==> config.mk <==
export PLATFORM = sky130hd
export DESIGN_NAME = mem_loader
export DESIGN_NICKNAME = d
export VERILOG_FILES = /design/src/rtl/mem_loader_pkg.sv /design/src/rtl/mem_loader_asm.sv /design/src/rtl/mem_loader.sv
export SDC_FILE = /design/constraint.sdc
export NUM_CORES = 1
export LEC_CHECK = 0
export ABC_CLOCK_PERIOD_IN_PS = 3170
export CAP_MARGIN = 0
export CORE_ASPECT_RATIO = 0.5
export CORE_MARGIN = 2
export CORE_UTILIZATION = 40
export DETAILED_ROUTE_END_ITERATION = 16
export PLACE_DENSITY = 0.75
export SLEW_MARGIN = 20
export SYNTH_ARGS = -nofsm -noshare
export SYNTH_HDL_FRONTEND = slang
export SYNTH_SLANG_ARGS = --single-unit
==> constraint.sdc <==
create_clock -name clk -period 3.17 [get_ports clk]
set_input_delay 0.634 -clock clk [delete_from_list [all_inputs] [get_ports clk]]
set_output_delay 0.634 -clock clk [all_outputs]
set_load 0.05 [all_outputs]
==> src/rtl/mem_loader_pkg.sv <==
// mem_loader_pkg: command codes, FSM encoding and framing constants for the memory loader
package mem_loader_pkg;
  localparam logic [7:0] CMD_INSTR = 8'h01;
  localparam logic [7:0] CMD_DATA  = 8'h02;
  localparam logic [7:0] CMD_RUN   = 8'h03;
  localparam logic [7:0] CMD_HALT  = 8'h04;
  localparam int WORD_BYTES = 4;
  localparam int LEN_WIDTH  = 16;
  typedef enum logic [2:0] {S_IDLE, S_ADDR, S_LEN, S_DATA, S_WRITE} state_t;
endpackage

==> src/rtl/mem_loader_asm.sv <==
// mem_loader_asm: little-endian byte-to-word assembler with a done pulse on the last byte
module mem_loader_asm
  import mem_loader_pkg::*;
(
  input  logic        clk,
  input  logic        rst_n,
  input  logic        en,
  input  logic [7:0]  data,
  output logic [31:0] word,
  output logic        done
);
  logic [1:0]  idx;
  logic [31:0] sr;
  assign word = sr;
  assign done = en && idx == 2'(WORD_BYTES - 1);
  always_ff @(posedge clk or negedge rst_n)
    if (!rst_n) begin
      idx <= '0;
      sr  <= '0;
    end else if (en) begin
      idx <= idx + 2'd1;
      sr  <= {data, sr[31:8]};
    end
endmodule

==> src/rtl/mem_loader.sv <==
// mem_loader: byte-stream command parser that loads words into instruction/data memory and controls core reset
module mem_loader
  import mem_loader_pkg::*;
#(
  parameter int INSTR_ADDR_WIDTH = 16,
  parameter int DATA_ADDR_WIDTH  = 15
) (
  input  logic                        clk,
  input  logic                        rst_n,
  input  logic                        rx_valid_i,
  input  logic [7:0]                  rx_data_i,
  output logic                        rx_ready_o,
  output logic                        instr_req_o,
  output logic [INSTR_ADDR_WIDTH-1:0] instr_addr_o,
  output logic                        instr_we_o,
  output logic [3:0]                  instr_be_o,
  output logic [31:0]                 instr_wdata_o,
  input  logic                        instr_gnt_i,
  output logic                        data_req_o,
  output logic [DATA_ADDR_WIDTH-1:0]  data_addr_o,
  output logic                        data_we_o,
  output logic [3:0]                  data_be_o,
  output logic [31:0]                 data_wdata_o,
  input  logic                        data_gnt_i,
  output logic                        core_rst_n_o,
  output logic                        busy_o,
  output logic                        err_o
);
  localparam int AW = INSTR_ADDR_WIDTH > DATA_ADDR_WIDTH ? INSTR_ADDR_WIDTH : DATA_ADDR_WIDTH;
  state_t               state, state_d;
  logic                 sel, len_hi, core, err, fire, done, gnt, bad;
  logic [AW-1:2]        addr;
  logic [LEN_WIDTH-1:0] cnt, len_next;
  logic [31:0]          word;
  assign rx_ready_o   = rst_n && state != S_WRITE;
  assign fire         = rx_valid_i && rx_ready_o;
  assign busy_o       = state != S_IDLE;
  assign core_rst_n_o = core;
  assign err_o        = err;
  assign len_next     = {rx_data_i, cnt[LEN_WIDTH-1:8]};
  assign gnt          = sel ? data_gnt_i : instr_gnt_i;
  assign bad          = rx_data_i == 8'h00 || rx_data_i > CMD_HALT;
  mem_loader_asm u_asm (
    .clk  (clk),
    .rst_n(rst_n),
    .en   (fire && (state == S_ADDR || state == S_DATA)),
    .data (rx_data_i),
    .word (word),
    .done (done)
  );
  always_ff @(posedge clk or negedge rst_n)
    if (!rst_n) state <= S_IDLE;
    else state <= state_d;
  always_comb begin
    state_d = state;
    case (state)
      S_IDLE:  state_d = fire && (rx_data_i == CMD_INSTR || rx_data_i == CMD_DATA) ? S_ADDR : S_IDLE;
      S_ADDR:  state_d = done ? S_LEN : S_ADDR;
      S_LEN:   state_d = fire && len_hi ? (len_next == '0 ? S_IDLE : S_DATA) : S_LEN;
      S_DATA:  state_d = done ? S_WRITE : S_DATA;
      S_WRITE: state_d = gnt ? (cnt == LEN_WIDTH'(1) ? S_IDLE : S_DATA) : S_WRITE;
      default: state_d = S_IDLE;
    endcase
  end
  // The address sits in the assembler until DATA bytes start shifting, so it is captured during LEN
  always_ff @(posedge clk or negedge rst_n)
    if (!rst_n) begin
      sel    <= 1'b0;
      len_hi <= 1'b0;
      core   <= 1'b0;
      err    <= 1'b0;
      addr   <= '0;
      cnt    <= '0;
    end else begin
      if (state == S_IDLE && fire) begin
        sel  <= rx_data_i == CMD_DATA;
        core <= rx_data_i == CMD_RUN ? 1'b1 : rx_data_i == CMD_HALT ? 1'b0 : core;
        err  <= err | bad;
      end
      if (state == S_LEN && fire) begin
        cnt    <= len_next;
        len_hi <= !len_hi;
        addr   <= word[AW-1:2];
      end
      if (state == S_WRITE && gnt) begin
        cnt  <= cnt - LEN_WIDTH'(1);
        addr <= addr + 1'b1;
      end
    end
  assign instr_req_o   = state == S_WRITE && !sel;
  assign instr_we_o    = instr_req_o;
  assign instr_be_o    = {4{instr_req_o}};
  assign instr_addr_o  = instr_req_o ? {addr[INSTR_ADDR_WIDTH-1:2], 2'b00} : '0;
  assign instr_wdata_o = instr_req_o ? word : '0;
  assign data_req_o    = state == S_WRITE && sel;
  assign data_we_o     = data_req_o;
  assign data_be_o     = {4{data_req_o}};
  assign data_addr_o   = data_req_o ? {addr[DATA_ADDR_WIDTH-1:2], 2'b00} : '0;
  assign data_wdata_o  = data_req_o ? word : '0;
endmodule

==> metrics.md <==
| Metric | Value |
|---|---|
| Worst-path maximum fanout | 11 |
| Seq cells post-synth | ~70 |
| GR Overflow Total | 0 |
| ANT cells | 0 |
| Number of flops mapped to enable cells by yosys | 0 |
| Commonest cells after routing, fill and taps aside | sky130_fd_sc_hd__dfrtp_1, sky130_fd_sc_hd__and3_1, sky130_fd_sc_hd__buf_12 |
| Cell Area, Synth | 4220 sq um |
| Final net count | around 550 |
| Total placed instance area | 5860 sq um |
| Nature of the critical path endpoint | output pin |
| Number of distinct standard cells referenced by the synthesized netlist | between 50 and 60 |
| Clock sink count | 71 |
| Final number of max-transition violations | 0 |
| Clock tree from TritonCTS | built |
| FMAX | about 320 MHz |
| Worst hold path type | primary input to asynchronous set/reset pin |
| Setup crit start kind | flop |
| Vias per cell | between 5 and 6 |
| Global routing met2 resource utilization | a little over a third |
| Hold Vio Cnt, Final | 0 |
| CTS Buf Count | 9 |
| Warnings, synthesis | 0 |
| Global-route usage over all layers | 21.9% |
| Via Count | around 3800 |
| Share of the yosys chip area belonging to registers | 42.1% |
| Required time of the critical path | ~2.5 ns |
| Count of hold-fix buffers inserted at cts | 0 |
| Clock latency on the worst-skew pair | ~0.34 ns |
| Max Root-Sink Buffers | 2 |
| Setup Viol. Count Final | 0 |
| WL/cell | about 18 um |
| Shortest clock period the worst path allows after layout | 3.08 ns |
| Worst setup path category | flop to output pin |
| Wire length of the first global-routing pass | around 20000 um |
| Commonest non-fill, non-tap cell in the layout | sky130_fd_sc_hd__dfrtp_1 |
| Final Skew | 0.00467 ns |
| Primary flip-flop cell chosen by synthesis mapping | sky130_fd_sc_hd__dfrtp_1 |
| DRC violations left | 0 |
| Most heavily used metal layer in global routing | met2 |
| Synthesized area divided by synthesized cell count | ~9.8 sq um |
| Synthesized netlist cell count | approximately 430 |
| Worst-path clk slew | ~0.06 ns |
| Core box area | 10200 sq um |
| Share of synthesized flip-flops with an asynchronous set or reset | 100% |
| Overall power consumption | 0.00390 W |
| VDD IR-drop max | 0.360 mV |
| Layout cells sized above 1 | between 20 and 30% |
| Final GP Congestion | around 0.95 |
| Depth of the CTS H-tree | 3 |
| Number of primary I/O pins | 124 |
| Die Footprint | roughly 11000 sq um |
| Chip Width | approximately 150 um |
| Critical Path AT | ~2.5 ns |
| Global-route track usage on met3 | 4.58% |
| RSZ-0062 raised after global routing | false |
| Wirelength, routed | around 12000 um |
| Number of DRC markers after the initial detailed-route iteration | 318 |
| Number of antenna violations at the first check in global routing | 0 |
| Synth-to-layout area growth | 45.9% |
| Maximum Capacitance Violations | 0 |
| Number of input and output port buffers inserted | 119 |
| Clock Tree Root | sky130_fd_sc_hd__clkbuf_16 |
| Count of antenna-violating nets left after detailed routing | 0 |
| Worst Max-Slew Pin Slew | between 0.7 and 0.8 ns |
| Final Instance Count excl. Fillers | approximately 680 |
| Initial core utilization | between 40% and 50% |
| Leakage power summed over all cells | ~2.8 nW |
| Cell total after placement | between 600 and 700 |
| Post-CTS setup repair buffer count | 0 |
| Post-layout instance area | roughly 6200 sq um |
| Ratio of total power to cell area | about 630 nW/um^2 |
| Share of the cycle needed by the critical path after routing | between 90% and 100% |
| Max-slew headroom at the worst pin | 49.6% |
| Final HPWL DP | 8910 um |
| Result of the run | finished, final reports clean |
| Die height | ~77 um |
| DR pass1 iterations | 5 |
| Total negative setup slack | 0 ns |
| Row count | 26 |
| Final worst-path setup slack | 0.0884 ns |
| GR Layer Usage met1 | between 30 and 40% |
| Minimum setup slack after placement | between 0.3 and 0.4 ns |
| Pin count of the biggest net entering global routing | just over 60 |
| Number of global-route vias before repair | around 3600 |
==> power breakdown <==
group	internal (W)	switching, W
clock	0.000569	0.000388
sequential	0.00132	0.000564
combinational	0.000530	0.000526
total	0.00242	0.00148
==> routing by layer <==
| metal | vias up | part of all wire, % |
|---|---|---|
| met4 | 0 | 1.9 |
| li1 | 1771 | - |
| met3 | 25 | 5.5 |
| met1 | 1878 | 45 |
| met2 | 135 | 47 |
| met5 | - | 0 |
==> final timing paths <==
path	startpoint	to	slack [ns]	cells past startpoint
worst max-delay path	state[0]$_DFF_PN0_	instr_addr_o[3]	0.09	3
worst min-delay path	rst_n	cnt[4]$_DFFE_PN0P_	0.14	1
worst max register to register	sel$_DFFE_PN0P_	addr[5]$_DFFE_PN0P_	0.58	5
worst min register to register	u_asm.idx[0]$_DFFE_PN0P_	u_asm.idx[0]$_DFFE_PN0P_	0.50	1
max in group asynchronous	rst_n	u_asm.word[22]$_DFFE_PN0P_	2.02	2
min in group clk	u_asm.idx[0]$_DFFE_PN0P_	u_asm.idx[0]$_DFFE_PN0P_	0.50	1
==> Yosys cell counts (5+ instances only) <==
master / number / area [sq um]
sky130_fd_sc_hd__o211ai_1: 7 / 52.6
sky130_fd_sc_hd__o21ai_0: 9 / 45.0
sky130_fd_sc_hd__buf_4: 14 / 105
sky130_fd_sc_hd__a211oi_1: 14 / 105
sky130_fd_sc_hd__a311oi_1: 8 / 70.1
sky130_fd_sc_hd__nor2_1: 25 / 93.8
sky130_fd_sc_hd__dfrtp_1: 71 / 1780
sky130_fd_sc_hd__and4_1: 5 / 43.8
sky130_fd_sc_hd__clkbuf_1: 25 / 93.8
sky130_fd_sc_hd__nand3_1: 8 / 40.0
sky130_fd_sc_hd__and3_1: 50 / 313
sky130_fd_sc_hd__nor3_1: 16 / 80.1
sky130_fd_sc_hd__mux2_2: 33 / 372
sky130_fd_sc_hd__a221o_1: 5 / 50.1
sky130_fd_sc_hd__and2_1: 46 / 288
sky130_fd_sc_hd__inv_1: 10 / 37.5
sky130_fd_sc_hd__nand2_1: 17 / 63.8
==> area by class of cell <==
type,count,area (sq um)
Multi-Input combinational cell,312,2220
Tap cell,140,175
Clock inverter,5,32.5
Timing Repair Buffer,128,1660
Fill cell,846,4090
Inverter,10,37.5
Sequential cell,71,1780
Clock buffer,11,253
==> worst max-delay path: stages (launching register included) <==
cell,delay (ns)
sky130_fd_sc_hd__dfrtp_1,0.54
sky130_fd_sc_hd__or3b_4,0.56
sky130_fd_sc_hd__nor3_1,0.17
sky130_fd_sc_hd__clkdlybuf4s50_1,0.83
==> sequential cells by signal (all words and copies together), names as in the netlist <==
signal,cells
addr,14
cnt,16
core_rst_n_o,1
err_o,1
len_hi,1
sel,1
state,3
u_asm.idx,2
u_asm.word,32
==> logic make-up (layout without fill, tap and decap cells) <==
kind of cell | Yosys count | in the layout | synth area share, %
compound gates | 69 | 69 | 12.6
xor+xnor | 4 | 4 | 0.830
fa+ha+maj | 4 | 4 | 1.19
buf+inv | 52 | 154 | 6.25
flops | 71 | 71 | 42.1
mux | 34 | 34 | 9.13
other cells | 1 | 4 | 0.0888
simple gates | 196 | 197 | 27.9
==> stage by stage <==
stage,util [%],hold slack [ns]
after detailed placement,57.1,0.489
after global placement,57.1,0.468
final,60.1,0.141
after floorplan,-,0.338
after global routing,60.1,0.144
after CTS,59.9,0.140
==> what timing repair did <==
item	4_1_cts	5_1_grt
endpoints found under the hold margin	0	0
gates resized for setup	0	1
setup endpoints to repair	0	15
(Power assumes the default switching activity.)
